`config.mk`:
```
export PLATFORM = sky130hd
export DESIGN_NAME = mem_access_sequencer
export DESIGN_NICKNAME = d
export VERILOG_FILES = /design/src/rtl/mem_access_sequencer.sv
export SDC_FILE = /design/constraint.sdc
export NUM_CORES = 1
export LEC_CHECK = 0
export CORE_MARGIN = 2
export CORE_UTILIZATION = 38
export DETAILED_ROUTE_END_ITERATION = 12
export GPL_ROUTABILITY_DRIVEN = 0
export PLACE_DENSITY_LB_ADDON = 0.08
export RECOVER_POWER = 50
export SLEW_MARGIN = 5
export SYNTH_ARGS = -nofsm -noshare
export SYNTH_HDL_FRONTEND = slang
export SYNTH_SLANG_ARGS = --single-unit
```
`constraint.sdc`:
```
create_clock -name clk -period 1.6 [get_ports clk]
set_input_delay 0.32 -clock clk [delete_from_list [all_inputs] [get_ports clk]]
set_output_delay 0.32 -clock clk [all_outputs]
set_load 0.02 [all_outputs]
```
`src/rtl/mem_access_sequencer.sv`:
```
// mem_access_sequencer: arbitrates the unified instruction/data memory between
// instruction fetch (IF) and load/store (DM). One transaction is in flight at a
// time: IDLE -> BUSY (MEM_LATENCY cycles) -> RESP (one-cycle ack) -> IDLE.
// All memory-side and requester-side outputs come straight from flops.
module mem_access_sequencer #(
  parameter int ADDR_WIDTH  = 32,
  parameter int DATA_WIDTH  = 32,
  parameter int MEM_LATENCY = 2
) (
  input  logic                  clk,
  input  logic                  rst_n,
  // instruction fetch requester
  input  logic                  if_req,
  input  logic [ADDR_WIDTH-1:0] if_addr,
  output logic                  if_ack,
  output logic [DATA_WIDTH-1:0] if_rdata,
  // load/store requester
  input  logic                  dm_req,
  input  logic                  dm_we,
  input  logic [ADDR_WIDTH-1:0] dm_addr,
  input  logic [DATA_WIDTH-1:0] dm_wdata,
  output logic                  dm_ack,
  output logic [DATA_WIDTH-1:0] dm_rdata,
  // memory macro
  output logic                  mem_re,
  output logic                  mem_we,
  output logic [ADDR_WIDTH-1:0] mem_addr,
  output logic [DATA_WIDTH-1:0] mem_wdata,
  input  logic [DATA_WIDTH-1:0] mem_rdata
);

  localparam int CW = $clog2(MEM_LATENCY + 1);

  typedef enum logic [1:0] {
    IDLE,
    BUSY,
    RESP
  } state_t;

  state_t                state_q,     state_d;
  logic [CW-1:0]         cnt_q,       cnt_d;
  logic                  owner_dm_q,  owner_dm_d;   // 1: DM owns the access
  logic                  store_q,     store_d;      // in-flight access is a store
  logic                  last_dm_q,   last_dm_d;    // last completed grant was DM
  logic                  if_ack_q,    if_ack_d;
  logic                  dm_ack_q,    dm_ack_d;
  logic [DATA_WIDTH-1:0] if_rdata_q,  if_rdata_d;
  logic [DATA_WIDTH-1:0] dm_rdata_q,  dm_rdata_d;
  logic                  mem_re_q,    mem_re_d;
  logic                  mem_we_q,    mem_we_d;
  logic [ADDR_WIDTH-1:0] mem_addr_q,  mem_addr_d;
  logic [DATA_WIDTH-1:0] mem_wdata_q, mem_wdata_d;
  logic                  grant_dm;

  // DM wins unless IF is also requesting and DM had the previous grant.
  always_comb begin
    grant_dm = dm_req & ~(if_req & last_dm_q);
  end

  // Next-state and next-output computation for the sequencing FSM.
  always_comb begin
    state_d     = state_q;
    cnt_d       = cnt_q;
    owner_dm_d  = owner_dm_q;
    store_d     = store_q;
    last_dm_d   = last_dm_q;
    if_ack_d    = 1'b0;
    dm_ack_d    = 1'b0;
    if_rdata_d  = if_rdata_q;
    dm_rdata_d  = dm_rdata_q;
    mem_re_d    = mem_re_q;
    mem_we_d    = 1'b0;
    mem_addr_d  = mem_addr_q;
    mem_wdata_d = mem_wdata_q;

    case (state_q)
      IDLE: begin
        if (if_req | dm_req) begin
          owner_dm_d  = grant_dm;
          store_d     = grant_dm & dm_we;
          mem_addr_d  = grant_dm ? dm_addr : if_addr;
          mem_wdata_d = (grant_dm & dm_we) ? dm_wdata : '0;
          // strobes are set here so they are already high in the first BUSY cycle
          mem_re_d    = ~(grant_dm & dm_we);
          mem_we_d    = grant_dm & dm_we;
          cnt_d       = CW'(MEM_LATENCY - 1);
          state_d     = BUSY;
        end
      end

      BUSY: begin
        if (cnt_q == '0) begin
          mem_re_d = 1'b0;
          state_d  = RESP;
          if (owner_dm_q) begin
            dm_ack_d   = 1'b1;
            dm_rdata_d = store_q ? '0 : mem_rdata;
          end else begin
            if_ack_d   = 1'b1;
            if_rdata_d = mem_rdata;
          end
        end else begin
          cnt_d = cnt_q - CW'(1);
        end
      end

      RESP: begin
        last_dm_d = owner_dm_q;
        state_d   = IDLE;
      end

      default: begin
        state_d  = IDLE;
        mem_re_d = 1'b0;
      end
    endcase
  end

  // State and registered outputs; async reset abandons any in-flight access.
  always_ff @(posedge clk or negedge rst_n) begin
    if (!rst_n) begin
      state_q     <= IDLE;
      cnt_q       <= '0;
      owner_dm_q  <= 1'b0;
      store_q     <= 1'b0;
      last_dm_q   <= 1'b0;
      if_ack_q    <= 1'b0;
      dm_ack_q    <= 1'b0;
      if_rdata_q  <= '0;
      dm_rdata_q  <= '0;
      mem_re_q    <= 1'b0;
      mem_we_q    <= 1'b0;
      mem_addr_q  <= '0;
      mem_wdata_q <= '0;
    end else begin
      state_q     <= state_d;
      cnt_q       <= cnt_d;
      owner_dm_q  <= owner_dm_d;
      store_q     <= store_d;
      last_dm_q   <= last_dm_d;
      if_ack_q    <= if_ack_d;
      dm_ack_q    <= dm_ack_d;
      if_rdata_q  <= if_rdata_d;
      dm_rdata_q  <= dm_rdata_d;
      mem_re_q    <= mem_re_d;
      mem_we_q    <= mem_we_d;
      mem_addr_q  <= mem_addr_d;
      mem_wdata_q <= mem_wdata_d;
    end
  end

  assign if_ack    = if_ack_q;
  assign dm_ack    = dm_ack_q;
  assign if_rdata  = if_rdata_q;
  assign dm_rdata  = dm_rdata_q;
  assign mem_re    = mem_re_q;
  assign mem_we    = mem_we_q;
  assign mem_addr  = mem_addr_q;
  assign mem_wdata = mem_wdata_q;

endmodule

```
==> summary.md, run 1 <==
| Metric | Value |
|---|---|
| Drt pass-1 iters | `4` |
| R2r endpoint | `if_rdata[20]` |
| Worst Path Max Fanout | `10` |
| DP Worst Slack | `-0.2151 ns` |
| Synth Area in Simple Gates | `6.859%` |
| Failing checks | `setup timing` |
| Worst r2r src | `cnt_q[1]` |
| Total gr overflow | `0` |
| GRT Util Overall | `roughly a fifth` |
| Share of cells above drive strength 1 | `13.56%` |
| Clock power share | `between 20% and 30%` |
| Post-synthesis mux area share | `14.17%` |
| Slew Viols, Final | `0` |
| Area of the mapped netlist | `between 5000 and 6000 µm²` |
| Achievable frequency | `0.5999 GHz` |
| Maximum root-to-sink buffer count | `2` |
| CP endpoint | `if_rdata[20]` |
| Worst EP arrival | `1.96 ns` |
| Cells after Synth | `459` |
| Worst setup EP type | `register` |
| First-pass GRT wire length | `roughly 25000 µm` |
| Worst Setup Slack, final | `-0.06682 ns` |
| CTS root buf | `clkbuf_16` |
| Initial antenna violation count | `0` |
| Min Tclk post-route | `approximately 1.7 ns` |
| Final nets | `a little under 900` |
| Total I/O pin count | `about 270` |
| Routed vias | `4581` |
| Leakage | `between 4 and 5 nW` |
| Cell count of the worst reg-to-reg path | `7` |
| Psw | `7.019 mW` |
| Logic pwr share | `between 40% and 50%` |
| Commonest non-fill, non-tap cell in the layout | `dfrtp_1` |
| Clock-pin slew on the worst setup and hold paths | `around 0.050 ns` |
| FF+latch area | `roughly 3500 µm²` |
| WS Path Type | `register to register` |
| YS warnings | `0` |
| Critical Path RT | `1.89 ns` |
| Starting Density | `38.59%` |
| R2R setup slack | `-0.07 ns` |
| HPWL Detailed | `about 11000 µm` |
| Worst setup path start | `cnt_q[1]` |
| CTS tree | `yes` |
| Port Buffers | `approximately 260` |
| Peak supply drop | `1016 µV` |
| Die X | `127.6 µm` |
| DIE AREA | `about 16000 µm²` |
| Mapped Nets | `a little under 600` |
| Hold Crit Class | `register to register` |
| Worst-margin pin slew | `about 0.94 ns` |
| CP Launch Type | `register` |
| Compound-Gate Fraction of Synth Area | `between 10% and 20%` |
| WL/cell | `~17 µm` |
| Period utilisation layout | `104.2%` |
| DR iter-0 viols | `375` |
| Number of max-cap violations | `0` |
| Pwr/cell area | `~2000 nW/µm²` |
| Sw Share | `37.32%` |
| CTS sink count | `139` |
| Relative slew slack | `between 30% and 40%` |
| Number of fill cells | `between 1000 and 1500` |
| Remaining DRCs | `0` |
| Row count | `between 40 and 50` |
| Most frequent cells in the layout | `dfrtp_1, dlygate4sd2_1, clkdlybuf4s50_1` |
| Synthesized flop and latch total | `~140` |
| # setup viols final | `32` |
| Area of the multi-input gates | `around 2100 µm²` |
| Die Height | `127.6 µm` |
| Final cell count without fillers | `about 930` |
| Clk_lat worst skew | `~0.41 ns` |
| Vias per cell | `approximately 4.9` |
| Setup TNS | `-1.709 ns` |
| XOR/XNOR Fraction of Synth Area | `0%` |
| Hold path cells | `2` |
| RSZ-0062 raised after global routing | `true` |
| Seq pwr share | `about a third` |
| Synth area leader | `dfrtp_1` |
| Int Power | `11.79 mW` |
| Post-synthesis sequential area ratio | `about 60%` |
| Layout Skew | `0.009900 ns` |
| Top-area cell type share of the netlist area | `59.97%` |
| Status | `complete, but fails checks` |
| Pwr Total | `18.81 mW` |
| Distinct cells, synth | `31` |
| Largest family of logic cells by synthesized area | `compound AO/OA/AOI/OAI gates` |
| ANT nets after route | `0` |
| CTS buffer count | `17` |
| H-tree levels | `4` |
| Ranking of synthesized cells by area | `dfrtp_1, mux2_4, mux2i_1, a22o_1, a31oi_1` |
| CORE AREA | `~15000 µm²` |
| Hold Fails Final Rpt | `0` |
| Largest net degree at the start of global routing | `66` |
| Post-Synth Adder-Cell Area | `less than 1%` |
| Cell Count Post-Placement | `between 800 and 900` |
| Avg Inst Size Synth | `between 10 and 15 µm²` |
| Layout area overhead | `60.91%` |
| Final WL | `roughly 16000 µm` |
| Vias in the first global route | `approximately 4700` |
| Diode count | `0` |
==> critical path: stages, from the launching register on <==
cell,delay (ns)
dfrtp_1,0.37
inv_1,0.06
ha_2,0.17
and3b_1,0.18
nor2b_4,0.17
buf_12,0.15
buf_16,0.15
mux2_4,0.30
==> repair_timing <==
item,CTS,global route
buffers inserted,1,2
setup endpoints to repair,155,32
endpoints found under the hold margin,29,0
gates cloned,1,2
hold buffers,1,0
gates resized for setup,134,4
==> state kept, by name (all words and copies together) (netlist names) <==
signal / count
mem_wdata: 32
if_rdata: 32
owner_dm_q: 1
state_q: 2
mem_addr: 32
if_ack: 1
mem_we: 1
dm_ack: 1
store_q: 1
mem_re: 1
cnt_q: 2
dm_rdata: 32
last_dm_q: 1
==> cells by family (layout without fill, tap and decap cells) <==
| kind of cell | after synthesis | after routing |
|---|---|---|
| AO/OA/AOI/OAI | 134 | 134 |
| flip-flops | 139 | 139 |
| adder cells (fa/ha/maj) | 1 | 1 |
| buffers and inverters | 43 | 329 |
| multiplexers | 67 | 67 |
| AND/OR/NAND/NOR | 75 | 75 |
==> per-stage QoR <==
| step | instance area [µm²] | hold slack, ns | utilization, % |
|---|---|---|---|
| after floorplan | 5803 | 0.02441 | - |
| after global placement | 8763 | 0.2369 | 58.29 |
| after detailed placement | 8763 | 0.2429 | 58.29 |
| after CTS | 9268 | 0.3775 | 61.65 |
| after global routing | 9334 | 0.4994 | 62.09 |
| final | 9334 | 0.4763 | 62.09 |
==> how the worst min path moves through the flow <==
stage	from	end	slack, ns
finish	dm_rdata[13]	dm_rdata[13]	0.48
global route	dm_rdata[13]	dm_rdata[13]	0.50
CTS	rst_n	if_rdata[24]	0.38
detailed placement	rst_n	if_rdata[24]	0.24
global placement	rst_n	if_rdata[24]	0.24
floorplan	rst_n	cnt_q[0]	0.02
==> power by group through the flow <==
stage / Combinational (mW) / Sequential, mW / Clock [mW]
final: 8.75 / 6.10 / 3.96
after global routing: 9.42 / 6.32 / 4.24
after CTS: 8.72 / 6.10 / 4.05
after detailed placement: 9.72 / 6.17 / 0
after global placement: 9.57 / 6.15 / 0
after floorplan: 3.20 / 8.05 / 0
==> cell usage after synthesis <==
library cell	instances
and3b_1	1
inv_1	4
nand2b_1	32
a21boi_1	1
or3b_2	1
buf_1	4
ha_1	1
buf_2	8
mux2_4	29
mux2i_1	33
o2bb2ai_1	1
o21ai_1	3
a22o_1	32
nor3b_1	1
mux2_2	5
a31oi_1	32
buf_4	6
nand2_1	34
dfrtp_1	139
and3_1	1
clkbuf_1	17
nor2b_1	1
nand4b_1	1
nor2b_4	1
buf_6	1
or2_2	1
nor2_1	1
a21oi_1	34
a21o_1	1
buf_12	3
o21ai_0	30
==> area by class of cell <==
type | instances | area share, %
well taps | 188 | 2.520
flip-flops and latches | 139 | 37.27
repair buffers | 294 | 30.99
inverters | 4 | 0.1609
clock inverters | 6 | 0.8847
multi-input cells | 277 | 22.55
clock buffers | 25 | 5.630
==> layer usage <==
| layer | track usage (%) | vias to the layer above | routed length [µm] |
|---|---|---|---|
| met2 | 32.46 | 184 | 7874 |
| met4 | 7.175 | 0 | 282 |
| met3 | 5.570 | 22 | 998 |
| li1 | - | 2187 | - |
| met5 | 0 | - | 0 |
| met1 | 23.89 | 2188 | 6530 |
Note: power is estimated with default switching activity, not from simulation.
==> run 2: changes to the inputs <==
- CTS_CLUSTER_DIAMETER: not set -> 50
==> results of run 2 <==
The final DEF is identical to that of run 1; final timing and power are the same.
==> run 3: changes to the inputs <==
- PLACE_DENSITY: not set -> 0.78
- PLACE_DENSITY_LB_ADDON: 0.08 -> not set
==> run 3 against run 2 <==
Effect of this change: the flow still finishes with violations (setup timing); critical path depth did not move; register-to-register slack about the same; cell count grew 0.54%; critical endpoint unchanged; via count up 5.2%; fmax up 0.42%; largest power group unchanged; critical path type unchanged; non-clock buffer count grew 4.
==> summary.md, run 3 (synthesized netlist as in run 1, its figures left out) <==
| Metric | Value |
|---|---|
| Status | `complete, but fails checks` |
| Failing checks | `setup timing` |
| Worst setup EP type | `register` |
| CTS tree | `yes` |
| ANT nets after route | `0` |
| Layout Skew | `about 0.007 ns` |
| WL/cell | `roughly 18 µm` |
| Share of cells above drive strength 1 | `approximately 14%` |
| Initial antenna violation count | `0` |
| Final core occ | `about 62%` |
| Commonest non-fill, non-tap cell in the layout | `dfrtp_1` |
| Drt pass-1 iters | `6` |
| Starting Density | `roughly two fifths` |
| Largest net degree at the start of global routing | `66` |
| First-pass GRT wire length | `~26000 µm` |
| Remaining DRCs | `0` |
| Final WL | `about 17000 µm` |
| Layout area overhead | `61.65%` |
| Final Cell Area | `9376 µm²` |
| R2r endpoint | `if_rdata[20]` |
| Die Height | `about 130 µm` |
| Relative slew slack | `approximately a quarter` |
| GRT Util Overall | `20.41%` |
| Vias per cell | `just over 5` |
| Critical Path RT | `around 1.9 ns` |
| Row count | `45` |
| Pwr/cell area | `slightly above 2000 nW/µm²` |
| Placed cell areas | `about 8700 µm²` |
| Hold path cells | `2` |
| Clock-pin slew on the worst setup and hold paths | `~0.060 ns` |
| Cell Count Post-Placement | `about 900` |
| Hold path endpoint | `dm_rdata[3]` |
| Final cell count without fillers | `between 900 and 1000` |
| Number of fill cells | `1201` |
| Worst Setup Slack, final | `-0.05985 ns` |
| Maximum root-to-sink buffer count | `2` |
| DP Worst Slack | `-0.3040 ns` |
| Die X | `about 130 µm` |
| RSZ-0062 raised after global routing | `true` |
| Number of max-cap violations | `0` |
| HPWL Detailed | `~11000 µm` |
| Hold Startpoint | `dm_rdata[3]` |
| Routed vias | `~4800` |
| Setup TNS | `-1.183 ns` |
| Hold Fails Final Rpt | `0` |
| WS Path Type | `register to register` |
| Vias in the first global route | `a little under 5000` |
| CTS sink count | `approximately 140` |
| DIE AREA | `16270 µm²` |
| Worst-margin pin slew | `between 1 and 1.5 ns` |
| Clk_lat worst skew | `0.42 ns` |
| Peak supply drop | `862.5 µV` |
| CTS root buf | `clkbuf_16` |
| CP Launch Type | `register` |
| Final nets | `about 870` |
| DR iter-0 viols | `between 300 and 400` |
| Worst Path Max Fanout | `6` |
| CORE AREA | `between 15000 and 20000 µm²` |
| Most frequent cells in the layout | `dfrtp_1, dlygate4sd2_1, clkdlybuf4s50_1` |
| Min Tclk post-route | `around 1.7 ns` |
| Total I/O pin count | `roughly 270` |
| Hold WS | `approximately 0.48 ns` |
| R2R setup slack | `-0.06 ns` |
| Period utilisation layout | `103.7%` |
| Port Buffers | `264` |
| Worst EP arrival | `~2.0 ns` |
| Hold Crit Class | `register to register` |
| Achievable frequency | `between 0.6 and 0.7 GHz` |
| Total gr overflow | `0` |
| # setup viols final | `32` |
| Worst r2r src | `cnt_q[1]` |
| Pwr Total | `just under 20 mW` |
| H-tree levels | `4` |
| Slew Viols, Final | `0` |
| Diode count | `0` |
| Leakage | `between 4 and 5 nW` |
| CTS buffer count | `17` |
| Cell count of the worst reg-to-reg path | `7` |
==> run 3: cell types whose count changed in the layout (fill, tap and decap cells not counted), sizes merged <==
cell      change
inv           +1
clkinv        +1
bufinv        +2
clkbuf        -4
buf           +2
clkinvlp      +3
==> run 3: how the worst max path moves through the flow <==
stage               cells past startpoint            to     start  slack [ns]
global placement                        5   mem_addr[2]    dm_req       -0.23
global route                            7  if_rdata[25]  cnt_q[0]       -0.13
finish                                  7  if_rdata[20]  cnt_q[1]       -0.06
detailed placement                      5  mem_addr[24]    dm_req       -0.30
CTS                                     6   if_rdata[0]  cnt_q[0]       -0.13
floorplan                               7  if_rdata[10]  cnt_q[0]       0.002
==> run 3: timing repair <==
action	in CTS	in global routing
gates resized for setup	139	12
gates cloned	0	5
setup buffers	4	3
endpoints found under the setup margin	164	55
hold buffers	1	0
endpoints found under the hold margin	38	0
pin swaps	0	1
==> run 3: where the power goes <==
part / total [mW] / internal, mW / switching (mW) / leakage [nW]
Combinational: 8.77 / 4.02 / 4.76 / 2.45
Clock: 4.23 / 2.70 / 1.53 / 0.302
Sequential: 6.26 / 5.20 / 1.06 / 1.70
==> run 3: worst max-delay path, cell delays in order (launching register included) <==
cell and delay, ns:
dfrtp_1 0.40, inv_2 0.08, ha_4 0.12, and3b_1 0.17, nor2b_4 0.16, buf_12 0.14, clkbuf_16 0.16, mux2_4 0.30
==> run 3: layout make-up <==
cell class,instances,area [µm²],share of cell area (%)
clock buffer,19,452.9,4.831
clock inverter,13,190.2,2.028
inverter,4,15.01,0.1601
multi-input combinational,277,2096,22.35
sequential,139,3478,37.10
tap,188,235.2,2.509
timing repair buffer,298,2909,31.02
==> run 3: routing by layer <==
| metal | global-route usage, % | share of wire, % |
|---|---|---|
| met1 | 24.12 | 40 |
| met2 | 34.38 | 51 |
| met3 | 6.281 | 7.6 |
| met4 | 8.985 | 2.2 |
| met5 | 0 | 0 |
